--- src/rtl/denoise_frame_scheduler.sv ---
// Frame sequencer for the spectral-subtraction denoiser: counts sample strobes into frames and
// walks each frame through FFT, subtraction, IFFT and overlap-add with start/done handshakes.
`timescale 1ns / 1ps

module denoise_frame_scheduler #(
    parameter int unsigned FRAME_LEN    = 256,
    parameter int unsigned HOP          = 128,
    parameter int unsigned NOISE_FRAMES = 8,
    parameter int unsigned TIMEOUT      = 4095
) (
    input  logic        CLK,
    input  logic        RST,
    input  logic        enable,
    input  logic        sample_valid,
    input  logic        fft_done,
    input  logic        sub_done,
    input  logic        ifft_done,
    input  logic        ola_done,
    input  logic        clear_err,
    output logic        fft_start,
    output logic        sub_start,
    output logic        ifft_start,
    output logic        ola_start,
    output logic        noise_learn,
    output logic        busy,
    output logic [15:0] frame_cnt,
    output logic        overrun,
    output logic        timeout_err
);

    localparam int unsigned WdW = (TIMEOUT < 2) ? 1 : $clog2(TIMEOUT + 1);

    typedef enum logic [2:0] {
        StIdle,
        StFftW,
        StSubW,
        StIfftW,
        StOlaW
    } state_e;

    state_e         state_q, state_d;
    logic [15:0]    smp_cnt_q, smp_cnt_d;
    logic           filled_q, filled_d;
    logic           pending_q, pending_d;
    logic [WdW-1:0] wd_q, wd_d;
    logic [7:0]     learn_cnt_q, learn_cnt_d;
    logic           nl_q, nl_d;
    logic [15:0]    frame_cnt_q, frame_cnt_d;
    logic           overrun_q, overrun_d;
    logic           timeout_q, timeout_d;

    logic           take;
    logic           frame_set;
    logic           overrun_ev;
    logic           timeout_ev;
    logic           stage_done;
    logic           wd_expired;
    logic [16:0]    smp_next;
    logic [16:0]    smp_target;

    // Sample counter: first frame needs FRAME_LEN strobes, later ones HOP strobes.
    always_comb begin
        smp_cnt_d  = smp_cnt_q;
        filled_d   = filled_q;
        frame_set  = 1'b0;
        smp_next   = {1'b0, smp_cnt_q} + 17'd1;
        smp_target = filled_q ? 17'(HOP) : 17'(FRAME_LEN);
        if (!enable) begin
            smp_cnt_d = '0;
            filled_d  = 1'b0;
        end else if (sample_valid) begin
            if (smp_next == smp_target) begin
                smp_cnt_d = '0;
                filled_d  = 1'b1;
                frame_set = 1'b1;
            end else begin
                smp_cnt_d = smp_next[15:0];
            end
        end
    end

    always_ff @(posedge CLK or posedge RST) begin
        if (RST) begin
            state_q     <= StIdle;
            smp_cnt_q   <= '0;
            filled_q    <= 1'b0;
            pending_q   <= 1'b0;
            wd_q        <= '0;
            learn_cnt_q <= '0;
            nl_q        <= 1'b0;
            frame_cnt_q <= '0;
            overrun_q   <= 1'b0;
            timeout_q   <= 1'b0;
        end else begin
            state_q     <= state_d;
            smp_cnt_q   <= smp_cnt_d;
            filled_q    <= filled_d;
            pending_q   <= pending_d;
            wd_q        <= wd_d;
            learn_cnt_q <= learn_cnt_d;
            nl_q        <= nl_d;
            frame_cnt_q <= frame_cnt_d;
            overrun_q   <= overrun_d;
            timeout_q   <= timeout_d;
        end
    end

    // Stage sequencing and watchdog; the watchdog reads 0 only in the first cycle of a state.
    always_comb begin
        state_d     = state_q;
        wd_d        = wd_q;
        nl_d        = nl_q;
        learn_cnt_d = learn_cnt_q;
        frame_cnt_d = frame_cnt_q;
        take        = 1'b0;
        timeout_ev  = 1'b0;
        wd_expired  = (wd_q == WdW'(TIMEOUT));

        unique case (state_q)
            StFftW:  stage_done = fft_done;
            StSubW:  stage_done = sub_done;
            StIfftW: stage_done = ifft_done;
            StOlaW:  stage_done = ola_done;
            default: stage_done = 1'b0;
        endcase

        if (state_q == StIdle) begin
            wd_d = '0;
            if (pending_q && enable) begin
                take    = 1'b1;
                state_d = StFftW;
                nl_d    = (learn_cnt_q < 8'(NOISE_FRAMES));
            end
        end else if (stage_done) begin
            wd_d = '0;
            unique case (state_q)
                StFftW:  state_d = StSubW;
                StSubW:  state_d = StIfftW;
                StIfftW: state_d = StOlaW;
                default: begin
                    state_d     = StIdle;
                    nl_d        = 1'b0;
                    frame_cnt_d = frame_cnt_q + 16'd1;
                    if (nl_q && (learn_cnt_q < 8'(NOISE_FRAMES))) begin
                        learn_cnt_d = learn_cnt_q + 8'd1;
                    end
                end
            endcase
        end else if (wd_expired) begin
            timeout_ev = 1'b1;
            state_d    = StIdle;
            nl_d       = 1'b0;
            wd_d       = '0;
        end else begin
            wd_d = wd_q + WdW'(1);
        end
    end

    // A new frame in the same cycle the FSM consumes the old one is not an overrun.
    always_comb begin
        pending_d  = pending_q;
        overrun_ev = 1'b0;
        if (!enable) begin
            pending_d = 1'b0;
        end else if (frame_set) begin
            overrun_ev = pending_q && !take;
            pending_d  = 1'b1;
        end else if (take) begin
            pending_d = 1'b0;
        end
        overrun_d = overrun_ev | (overrun_q & ~clear_err);
        timeout_d = timeout_ev | (timeout_q & ~clear_err);
    end

    assign fft_start   = (state_q == StFftW)  && (wd_q == '0);
    assign sub_start   = (state_q == StSubW)  && (wd_q == '0);
    assign ifft_start  = (state_q == StIfftW) && (wd_q == '0);
    assign ola_start   = (state_q == StOlaW)  && (wd_q == '0);
    assign busy        = (state_q != StIdle);
    assign noise_learn = nl_q;
    assign frame_cnt   = frame_cnt_q;
    assign overrun     = overrun_q;
    assign timeout_err = timeout_q;

endmodule

--- config.mk ---
export PLATFORM = sky130hd
export DESIGN_NAME = denoise_frame_scheduler
export DESIGN_NICKNAME = d
export VERILOG_FILES = /design/src/rtl/denoise_frame_scheduler.sv
export SDC_FILE = /design/constraint.sdc
export NUM_CORES = 1
export LEC_CHECK = 0
export ABC_AREA = 0
export CORE_MARGIN = 4
export CORE_UTILIZATION = 58
export CTS_BUF_LIST = sky130_fd_sc_hd__clkbuf_8 sky130_fd_sc_hd__clkbuf_16
export DETAILED_ROUTE_END_ITERATION = 16
export DONT_BUFFER_PORTS = 1
export GPL_TIMING_DRIVEN = 0
export PLACE_DENSITY = 0.73
export SLEW_MARGIN = 30
export SYNTH_ARGS = -nofsm -noshare
export SYNTH_HDL_FRONTEND = slang
export SYNTH_SLANG_ARGS = --single-unit
--- constraint.sdc ---
create_clock -name CLK -period 2.95 [get_ports CLK]
set_input_delay 0.295 -clock CLK [delete_from_list [all_inputs] [get_ports CLK]]
set_output_delay 0.295 -clock CLK [all_outputs]
set_load 0.005 [all_outputs]
==> results by stage <==
Pwr:
- The power per cell area is between 400 and 500 mW/mm^2.
- The switching portion of total power is 24.2%.
- The proportion of power drawn by the clock network is between 40% and 50%.
- The worst-case IR drop observed on VDD is between 0.3 and 0.4 mV.
- The analysis attributes to net switching a power of about 0.00037 W.
- The combinational share of power is under 10%.
- Summed over all cells, the static leakage comes to between 1.5 and 2 nW.
- The cell internal power dissipation is between 0.001 and 0.0015 W.
- The part of the power in registers is roughly 55%.

CTS:
- In this run, CTS created clock tree buffers numbering 9.
- TritonCTS built the clock tree.
- Clock-pin slew was measured on the worst setup and hold paths at 0.07 ns.
- The clock latency on the worst-skew pair is between 0.3 and 0.4 ns.
- Clock tree synthesis selected as its root buffer the cell sky130_fd_sc_hd__clkbuf_8.
- Counting along the longest clock path gives a buffer depth of 2.
- The tree built by TritonCTS fans out to 60 sinks.
- The maximum level of the CTS H-tree is 3.
- Once the clock tree was built, the setup fixing pass inserted 0 buffers.

Synthesis:
- In the post-synthesis netlist, the biggest area contributors are sky130_fd_sc_hd__dfrtp_1 (48%), sky130_fd_sc_hd__xnor2_1 (6.1%), sky130_fd_sc_hd__xor2_1 (5.3%).
- For this run, the number of Yosys warnings is 0.
- The summed instance area of the synthesized netlist is 0.00315 mm^2.
- The post-synthesis instance total is 319.
- Counting distinct cell types in the post-synthesis netlist gives just over 50.
- Counting flops and latches in the post-synthesis netlist gives 60.
- sky130_fd_sc_hd__dfrtp_1 is the most common cell in the netlist.
- In this run the mean area of a mapped cell was about 9.9 um^2.
- The proportion of netlist area held by the largest area contributor is a little under half.
- By count the netlist is led by sky130_fd_sc_hd__dfrtp_1 (60), sky130_fd_sc_hd__nor2_1 (34), sky130_fd_sc_hd__nand2_1 (33), sky130_fd_sc_hd__xnor2_1 (22), sky130_fd_sc_hd__nand3_1 (21).
- The post-synthesis net count is approximately 330.
- After synthesis, the share of flip-flops with an asynchronous set or reset is 100%.
- The count of flip-flops with a built-in enable after synthesis is 0.
- For this run, the leading register cell type out of synthesis is sky130_fd_sc_hd__dfrtp_1.
- For this run, the register share of the synthesized area comes to 47.7%.
- The cell type contributing the most total cell area after synthesis is sky130_fd_sc_hd__dfrtp_1.

STA:
- The count of final max-slew check failures is 0.
- Setup repair after global routing left no endpoint under its margin.
- The actual slew at the worst max-slew pin is 0.449 ns.
- The post-layout minimum cycle time is about 2.6 ns.
- The number of hold-slack violations in the final timing report is 0.
- In the final timing run, aggregate negative setup slack is 0 ns.
- Based on the critical path, the design can be clocked at up to approximately 0.39 GHz.
- Clock skew on the completed layout was measured at roughly 0.0068 ns.
- The normalized max-slew margin is 69.8%.
- Dividing the final minimum period by the clock period gives between 80% and 90%.
- The final-layout worst hold slack is ~0.12 ns.
- The setup-violating endpoint count in the final report is 0.

Layout:
- The repair_antennas step left the layout with diodes totalling 0.
- The share of post-route cells with drive strength above 1 is around 10%.
- The layout overhead on the synthesized area is 9.42%.
- At the end of the flow, the number of nets in the layout was roughly 350.
- The post-layout instance area is 0.00344 mm^2.

Worst setup path:
- The startpoint class of the critical path is a flip-flop.
- The critical path goes through ha_1 -> nand3_1 -> nor4b_1 -> mux2i_1 -> nand3_1 -> nor4_4 -> a32o_1.
- The number of cells on the worst reg-to-reg path is 7.
- The worst reg-to-reg setup slack is between 0.3 and 0.4 ns.
- In this run the critical register-to-register path is launched from smp_cnt_q[0].
- The cell repeated most along the worst path is sky130_fd_sc_hd__nand3_1.
- The arrival time at the worst endpoint is about 2.8 ns.
- The path type of the worst setup path is reg -> reg.
- For the worst setup path, the data required time is ~3.2 ns.
- On the critical path the largest part of the delay comes from simple AND/OR/NAND/NOR gates.
- The worst setup path is captured at a flip-flop.
- Along the worst path, the maximum fanout reaches 7.
- The endpoint of the most critical register-to-register path is overrun.
- The longest individual stage delay on the worst path is 0.49 ns.
- The cell with the biggest individual delay on the critical path is sky130_fd_sc_hd__dfrtp_1.
- The number of buffers and inverters on the critical path is 0.

Global routing:
- Global routing consumed, over all layers together, approximately a fifth of the routing resources.
- Entering global routing, the biggest net connects 44 pins.
- The sum of overflow across all layers after global routing is 0.
- The first global-routing pass estimated 10000 um of wire.
- The number of global-route vias before repair is around 2.3k.
- The initial antenna violation count is 0.

Route:
- Using the TritonRoute via totals, the vias-per-cell ratio works out to between 5 and 6.
- In the routed design, unresolved DRC markers number 0.
- The via count is 2324.
- For this block, the initial DRC count from the detailed router was 85.
- Once detail routing completed, the nets flagged for antenna violations numbered 0.
- The pre-antenna-repair detailed-routing pass consisted of 4 iterations.
- The detailed-route wire length is 6000 um.
- The average wire per cell in the routed design is roughly 15 um.

Place:
- Routability-driven placement finished with a final weighted congestion of 0.794.
- Detailed placement finished with a half-perimeter wire length of 4310 um.
- Port buffering added 0 buffers.
- The placed cell area is ~0.0033 mm^2.

Hold path:
- The capture endpoint of the worst hold path is state_q[2].
- The hold-critical path depth is 2.
- The class of the most critical hold timing path is in -> reg.
- The startpoint identified for the worst hold timing path is ifft_done.

Die:
- In this run the vertical extent of the chip is 81.7 um.
- The floorplan step set the die width to roughly 82 um.
- The core region is roughly 0.0052 mm^2.
- The number of cell rows is 26.
- The floorplan step defined a die boundary enclosing between 0.006 and 0.007 mm^2.
- 33 I/O pins were placed.
- The initial utilization of the core area, before any placement, comes to 60.9%.

Run:
- The number of violations of the max-capacitance limit is 0.

Outcome:
- The flow ran to the end, and the final reports show no timing, DRC or antenna violations.
## placed cells by master (no fill, tap or decap), drive strengths merged, types with 2 or more instances in the layout
cell	netlist	routed
nor3	4	4
nor2	34	34
nor4	4	4
mux2	2	2
nand3b	4	4
nand3	22	22
nand4	9	9
clkbuf	10	19
nand2	33	33
xor2	19	19
a21oi	5	5
nor3b	2	2
a21o	2	2
o21ai	13	13
or2	2	2
o22ai	4	4
xnor2	22	22
a21boi	3	3
or4	3	3
and4	3	3
a22o	2	2
nand2b	2	2
ha	5	5
and2	12	12
a32o	2	2
or3	3	3
clkinv	0	5
inv	8	9
buf	5	6
dfrtp	60	60
nor2b	2	2
and3	5	5
nor4b	3	3
## through the flow
step	total power (W)	util [%]	worst slack (ns)	std cells
after floorplan	0.000871	-	0.758	319
after global placement	0.000879	62.6	0.436	389
after detailed placement	0.000883	63.0	0.413	390
after CTS	0.00154	66.6	0.397	407
after global routing	0.00158	66.6	0.178	407
final	0.00151	66.6	0.388	407
## metal layers
metal | up-vias | wire length [um] | global-route usage, %
met4 | 0 | 95 | 9.63
met2 | 59 | 2830 | 31.5
met3 | 11 | 398 | 5.92
met5 | - | 0 | 0
met1 | 1127 | 2680 | 24.2
li1 | 1127 | - | -
## how the worst max path moves through the flow
stage | cells after the start | slack [ns] | startpoint | end
floorplan | 7 | 0.76 | smp_cnt_q[0] | overrun
global placement | 7 | 0.44 | smp_cnt_q[0] | smp_cnt_q[8]
detailed placement | 7 | 0.41 | smp_cnt_q[0] | overrun
CTS | 7 | 0.40 | smp_cnt_q[0] | overrun
global route | 7 | 0.18 | smp_cnt_q[0] | overrun
finish | 7 | 0.39 | smp_cnt_q[0] | overrun
## kinds of logic (layout without fill, tap and decap cells)
| kind of cell | Yosys count | after routing | share of synthesized area, % |
|---|---|---|---|
| XOR/XNOR | 41 | 41 | 11.4 |
| multiplexers | 3 | 3 | 1.03 |
| adder cells (fa/ha/maj) | 5 | 5 | 1.99 |
| AND/OR/NAND/NOR | 148 | 148 | 25.2 |
| flip-flops | 60 | 60 | 47.7 |
| buffers and inverters | 24 | 42 | 4.33 |
| AO/OA/AOI/OAI | 38 | 38 | 8.31 |
## registers in the layout, indices dropped and copies added (netlist names)
register	flops
learn_cnt_q	8
pending_q	1
overrun	1
state_q	3
noise_learn	1
smp_cnt_q	16
frame_cnt	16
wd_q	12
timeout_err	1
filled_q	1
## final cells by class
cell class	count	area [um^2]
multi-input combinational	235	1510
tap	70	87.6
sequential	60	1500
clock inverter	7	52.6
inverter	8	32.5
buffer	16	106
fill	395	1730
timing repair buffer	2	30.0
clock buffer	9	124
## worst reg2reg max path, cell delays in order, from the launching register on
cell                      delay [ns]
sky130_fd_sc_hd__dfrtp_1        0.49
sky130_fd_sc_hd__ha_1           0.32
sky130_fd_sc_hd__nand3_1        0.19
sky130_fd_sc_hd__nor4b_1        0.40
sky130_fd_sc_hd__mux2i_1        0.24
sky130_fd_sc_hd__nand3_1        0.14
sky130_fd_sc_hd__nor4_4         0.48
sky130_fd_sc_hd__a32o_1         0.24
## power groups by stage
stage	Sequential, W	Clock, W	Combinational [W]
final	0.000829	0.000642	0.0000385
after global routing	0.000829	0.000704	0.0000445
after CTS	0.000829	0.000667	0.0000401
after detailed placement	0.000845	0	0.0000387
after global placement	0.000845	0	0.0000344
after floorplan	0.000844	0	0.0000266
## repair_timing
item	4_1_cts	5_1_grt
hold buffers	1	0
hold endpoints to repair	17	0
gates resized for setup	0	0
No activity file was read; power rests on OpenSTA's default activity.
